### src/rtl/aes_pkg.sv
// Shared constants and controller state encoding for the single-block AES-128 encoder.
package aes_pkg;

  localparam int AES_NR    = 10;
  localparam int AES_RND_W = 4;
  localparam int AES_BLK_W = 128;

  typedef enum logic [1:0] {IDLE, LOAD, ROUND, DONE} aes_state_e;

endpackage

### src/rtl/aes_round_ctrl.sv
// Round sequencer for the AES-128 encoder: captures a pt/key pair, steps the key
// schedule and round datapath through rounds 0..NR, then holds the result for downstream.
module aes_round_ctrl
  import aes_pkg::*;
#(
  parameter int NR     = AES_NR,
  parameter int RND_W  = AES_RND_W,
  parameter int DATA_W = AES_BLK_W
) (
  input  logic              clk,
  input  logic              rst,
  input  logic              in_valid,
  output logic              in_ready,
  input  logic [DATA_W-1:0] in_pt,
  input  logic [DATA_W-1:0] in_key,
  input  logic              abort,
  output logic              ks_ena,
  output logic [RND_W-1:0]  rnd_no,
  output logic [DATA_W-1:0] key_q,
  output logic [DATA_W-1:0] pt_q,
  output logic              st_load,
  output logic              st_en,
  output logic              mix_en,
  output logic              out_valid,
  input  logic              out_ready,
  output logic              busy
);

  aes_state_e        state_q, state_d;
  logic [RND_W-1:0]  rnd_q, rnd_d;
  logic [DATA_W-1:0] key_d, pt_d;

  localparam logic [RND_W-1:0] LAST_RND = RND_W'(NR);

  always_ff @(posedge clk) begin
    if (rst) begin
      state_q <= IDLE;
      rnd_q   <= '0;
      key_q   <= '0;
      pt_q    <= '0;
    end else begin
      state_q <= state_d;
      rnd_q   <= rnd_d;
      key_q   <= key_d;
      pt_q    <= pt_d;
    end
  end

  always_comb begin
    state_d   = state_q;
    rnd_d     = rnd_q;
    key_d     = key_q;
    pt_d      = pt_q;
    in_ready  = 1'b0;
    ks_ena    = 1'b0;
    st_load   = 1'b0;
    st_en     = 1'b0;
    mix_en    = 1'b0;
    out_valid = 1'b0;

    case (state_q)
      IDLE: begin
        in_ready = !abort;
        if (in_valid && !abort) begin
          key_d   = in_key;
          pt_d    = in_pt;
          state_d = LOAD;
        end
      end
      LOAD: begin
        ks_ena  = 1'b1;
        st_load = 1'b1;
        rnd_d   = RND_W'(1);
        state_d = ROUND;
      end
      ROUND: begin
        ks_ena = 1'b1;
        st_en  = 1'b1;
        mix_en = (rnd_q != LAST_RND);
        if (rnd_q == LAST_RND) begin
          state_d = DONE;
        end else begin
          rnd_d = rnd_q + RND_W'(1);
        end
      end
      DONE: begin
        out_valid = 1'b1;
        if (out_ready) begin
          state_d = IDLE;
          rnd_d   = '0;
        end
      end
      default: begin
        state_d = IDLE;
        rnd_d   = '0;
      end
    endcase

    // A cancel overrides any handshake but leaves the captured block untouched.
    if (abort && (state_q != IDLE)) begin
      state_d = IDLE;
      rnd_d   = '0;
    end
  end

  assign rnd_no = rnd_q;
  assign busy   = (state_q != IDLE);

endmodule

### config.mk
export PLATFORM = sky130hd
export DESIGN_NAME = aes_round_ctrl
export DESIGN_NICKNAME = d
export VERILOG_FILES = /design/src/rtl/aes_pkg.sv /design/src/rtl/aes_round_ctrl.sv
export SDC_FILE = /design/constraint.sdc
export NUM_CORES = 1
export LEC_CHECK = 0
export ABC_CLOCK_PERIOD_IN_PS = 2400
export CAP_MARGIN = 20
export CORE_AREA = 3 3 202 204
export DETAILED_ROUTE_END_ITERATION = 8
export DIE_AREA = 0 0 205 207
export SYNTH_ARGS = -nofsm -noshare
export SYNTH_HDL_FRONTEND = slang
export SYNTH_SLANG_ARGS = --single-unit
export TNS_END_PERCENT = 10
### constraint.sdc
create_clock -name clk -period 2.4 [get_ports clk]
set_input_delay 0.36 -clock clk [delete_from_list [all_inputs] [get_ports clk]]
set_output_delay 0.36 -clock clk [all_outputs]
set_load 0.02 [all_outputs]
Yosys cells after proc, flatten, opt, wreduce, memory -nomap -nowiden
Cells that the tools add are included.

Mux-type cells: 13. Equal/unequal tests: 9. Add/sub/neg operators: 1. Reduce and logical (&&, ||, !) cells: 11.

Operator list (count): $pmux 4 s3 (1); $mux 4 (2); $ne 2x2->1 const B (4); $pmux 2 s4 (1); $mux 1 (6); $mux 2 (3); $reduce_and 3->1 (2); $add 4x1->4 const B (1); $eq 2x2->1 const B (2); $eq 4x4->1 const B (1); $ne 4x4->1 const B (1); $reduce_or 2->1 (2); $reduce_bool 3->1 (1); $eq 2x1->1 const B (1); $logic_and 1x1->1 (2); $logic_not 2->1 (1); $reduce_and 2->1 (1); $reduce_bool 2->1 (1); $logic_not 1->1 (1).

Input port bits: 261. Output and inout bits: 267. Word-level logic and storage cells: 38. Bits in registers: 262.

Longest topological paths before layout
Depth in word-level cells: 4. Gate-level depth with buffers: 8. Gate-level depth less buffers: 5.

Worst setup path before layout
Ideal clock, no wire load.

Path kind: register to output. Start: reg state_q[0]. End: out mix_en. Path buffers: 1. Path slack: 784 ps. Cell stages (with the launch flop): 5. Arrival: 1256 ps. Required time: 2040 ps. Cell sequence: dfxtp_1 -> inv_1 -> ha_1 -> clkbuf_1 -> and2_1.

Longest elaborated chain between the ends: 2.

RTL lines: start: declaration (RTL line aes_round_ctrl.sv:29) `aes_state_e state_q, state_d;`; start signal: assignment (RTL line aes_round_ctrl.sv:42) `state_q <= state_d;`; $eq 2x2->1 (RTL line aes_round_ctrl.sv:61) `case (state_q)`; $mux 1 (RTL line aes_round_ctrl.sv:61); end: declaration (RTL line aes_round_ctrl.sv:23) `output logic mix_en,`.

No other way between the ends.

Worst setup path in the final report
Start: reg rnd_q[1] (netlist: rnd_no[1]). End: out mix_en.

Longest elaborated chain between the ends: 2.

RTL lines: start: declaration (RTL line aes_round_ctrl.sv:30) `logic [RND_W-1:0] rnd_q, rnd_d;`; start signal: assignment (RTL line aes_round_ctrl.sv:43) `rnd_q <= rnd_d;`; $ne 4x4->1 (RTL line aes_round_ctrl.sv:79) `mix_en = (rnd_q != LAST_RND);`; $mux 1 (RTL line aes_round_ctrl.sv:61).

No other way between the ends.

==> run summary <==
result of the run - complete, no violations
Detail Placement HPWL - 24800 um
max-slew violation count - 0
routed wire length per instance - 15.4 um
final core area utilization - 0.409
number of nets with antenna violations after detailed routing - 0
DRT Pass-1 Iters - 5
netlist area before placement - 0.00936 sq mm
RSZ-0062 raised after global routing - false
Post-Route WL - 34100 um
non-filler instance count after layout - 2217
clock skew - 0.0155 ns
Yosys warning total - 0
TritonCTS buffer count - 31
synthesized instance count - 1165
worst hold-check slack - 0.196 ns
Critical Path Fanout Max - 5
Setup Fix Bufs, Post-CTS - 0
most common cell after layout, fill and taps aside - sky130_fd_sc_hd__clkdlybuf4s50_1
GP Congestion - 0.857
data arrival time of the worst path - 1.90 ns
Iteration-0 DRC Markers - 478
Global Route Usage Sum - 0.152
dpl cells - 2160
achievable clock frequency - 443 MHz
Initial Util - 0.237
sum of negative setup slack - 0 ns
GRT Residual Overflow - 0
worst slew margin relative to its limit - 0.632
critical path endpoint category - primary output
clock period minus final worst setup slack - 2.26 ns
layout cell share with drive strength beyond 1 - 0.0491
overall power - 13.6 mW
Die H - 207 um
maximum vdd ir drop - 525 uV
clock tree from TritonCTS - built
via count normalized by instance count - 4.30
area growth from synthesis to layout - 72.3%
placed inst area - 0.0151 sq mm
final standard cell area without fillers - 0.0161 sq mm
largest buffer count on any clock path - 3
count of different cell masters after synthesis - 33
clock latency on the worst-skew pair - 0.56 ns
static leakage - 5.74 nW
core box area - 0.0395 sq mm
final layout net count - 1935
number of buffers inserted by hold repair at cts - 0
Data required, critical path - 2.04 ns
setup slack at placement - 0.284 ns
number of clock sinks - 262
critical path type - reg -> out
DIE WIDTH - 205 um
number of filler instances in the final layout - 4013
number of antenna violations at the first check in global routing - 1
DRC violations left - 0
Worst Max-Slew Pin Slew - 0.547 ns
vias in the first global route - 9418
area of the die - 0.0424 sq mm
I/O pin count - 528
number of violations of the max-capacitance limit - 0
H-tree levels - 1
share of the clock period used by the worst path - 0.941
element type at the critical path start - flip-flop
post-route setup slack - 0.141 ns
per-instance average area after synthesis - 8.04 sq um
buffer cell driving the clock tree root - sky130_fd_sc_hd__clkbuf_16
Syn Nets - 1432
total of endpoints with negative setup slack in the final report - 0
Std-Cell Rows - 73
fraction of the yosys area taken by sequential cells - 0.560
commonest cells after routing, fill and taps aside - sky130_fd_sc_hd__clkdlybuf4s50_1 (521), sky130_fd_sc_hd__nand2_1 (512), sky130_fd_sc_hd__dfxtp_1 (262)
vias after detailed routing - 9526
PwrDens - 841 mW/mm^2
number of buffers added on ports - 527
largest net degree at the start of global routing - 83
number of hold violations in the final report - 0
type of the tightest min-delay check - in -> reg
wire length of the first global-routing pass - 52500 um
clock transition at the registers of the reported paths - 0.06 ns
number of storage elements in the synthesis netlist - 262
-- layer usage --
| metal | up-vias | wire (um) | GRT usage |
|---|---|---|---|
| li1 | 4758 | - | - |
| met1 | 4350 | 13400 | 0.179 |
| met2 | 360 | 16600 | 0.263 |
| met3 | 58 | 3090 | 0.0446 |
| met4 | 0 | 987 | 0.0507 |
| met5 | - | 0 | 0 |
-- power by group --
| group | leakage (nW) | total [mW] | internal, mW | switching (mW) |
|---|---|---|---|---|
| Combinational | 3.11 | 3.94 | 1.82 | 2.11 |
| Clock | 0.486 | 4.53 | 2.70 | 1.83 |
| Sequential | 2.14 | 5.10 | 4.84 | 0.261 |
| Total | 5.74 | 13.6 | 9.37 | 4.21 |
-- cells in the mapped netlist (all sizes together) --
| library cell | number | area (sq um) |
|---|---|---|
| nand2 | 512 | 1920 |
| dfxtp | 262 | 5250 |
| a21oi | 258 | 1290 |
| buf | 57 | 463 |
| clkbuf | 30 | 113 |
| inv | 7 | 26.3 |
| ha | 6 | 75.1 |
| nand2b | 3 | 18.8 |
| nor2 | 3 | 11.3 |
| o21ai | 3 | 15.0 |
| a31oi | 2 | 12.5 |
| nand3 | 2 | 10.0 |
| nand3b | 2 | 15.0 |
| nor3 | 2 | 10.0 |
| o211ai | 2 | 15.0 |
| a211oi | 1 | 7.51 |
| a21bo | 1 | 10.0 |
| a221oi | 1 | 8.76 |
| a311oi | 1 | 8.76 |
| a41oi | 1 | 8.76 |
| and2 | 1 | 6.26 |
| and3b | 1 | 8.76 |
| and4b | 1 | 10.0 |
| mux2i | 1 | 10.0 |
| nand4b | 1 | 8.76 |
| nor2b | 1 | 6.26 |
| o221a | 1 | 11.3 |
| o31ai | 1 | 7.51 |
| or4 | 1 | 7.51 |
-- sequential cells by signal (all words and copies together) (netlist names) --
| name | count |
|---|---|
| key_q | 128 |
| state_q | 2 |
| pt_q | 128 |
| rnd_no | 4 |
-- critical path, cell delays in order, from the launching register on --
cell	delay [ns]
sky130_fd_sc_hd__dfxtp_1	0.42
sky130_fd_sc_hd__ha_1	0.20
sky130_fd_sc_hd__nand3b_1	0.18
sky130_fd_sc_hd__and2_1	0.22
sky130_fd_sc_hd__dlygate4sd2_1	0.33
-- area by class of cell --
cell class | instances | area, sq um | share of cell area
Multi-Input combinational cell | 809 | 3520 | 0.218
Antenna cell | 1 | 2.50 | 0.000155
Timing Repair Buffer | 557 | 5690 | 0.353
Sequential cell | 262 | 5250 | 0.325
Clock inverter | 9 | 83.8 | 0.00520
Tap cell | 525 | 657 | 0.0407
Inverter | 7 | 26.3 | 0.00163
Clock buffer | 47 | 906 | 0.0562
-- path summary, 6_finish.rpt --
| kind | slack (ns) | to | cells past startpoint | from |
|---|---|---|---|---|
| min reg2reg | 0.45 | key_q[21] | 2 | key_q[21] |
| min | 0.20 | key_q[0] | 2 | rst |
| max reg2reg | 0.61 | key_q[32] | 7 | state_q[0] |
| max | 0.14 | mix_en | 4 | rnd_no[1] |
-- repair_timing --
item                                    in CTS  in global routing
endpoints found under the setup margin       4                  1
endpoints found under the hold margin        0                  0
gates resized for setup                      6                  1
-- logic make-up after synthesis --
group | synth area share
flops | 0.560
buf+inv | 0.0643
fa+ha+maj | 0.00802
simple gates | 0.217
mux | 0.00107
compound gates | 0.149
(Power assumes the default switching activity.)
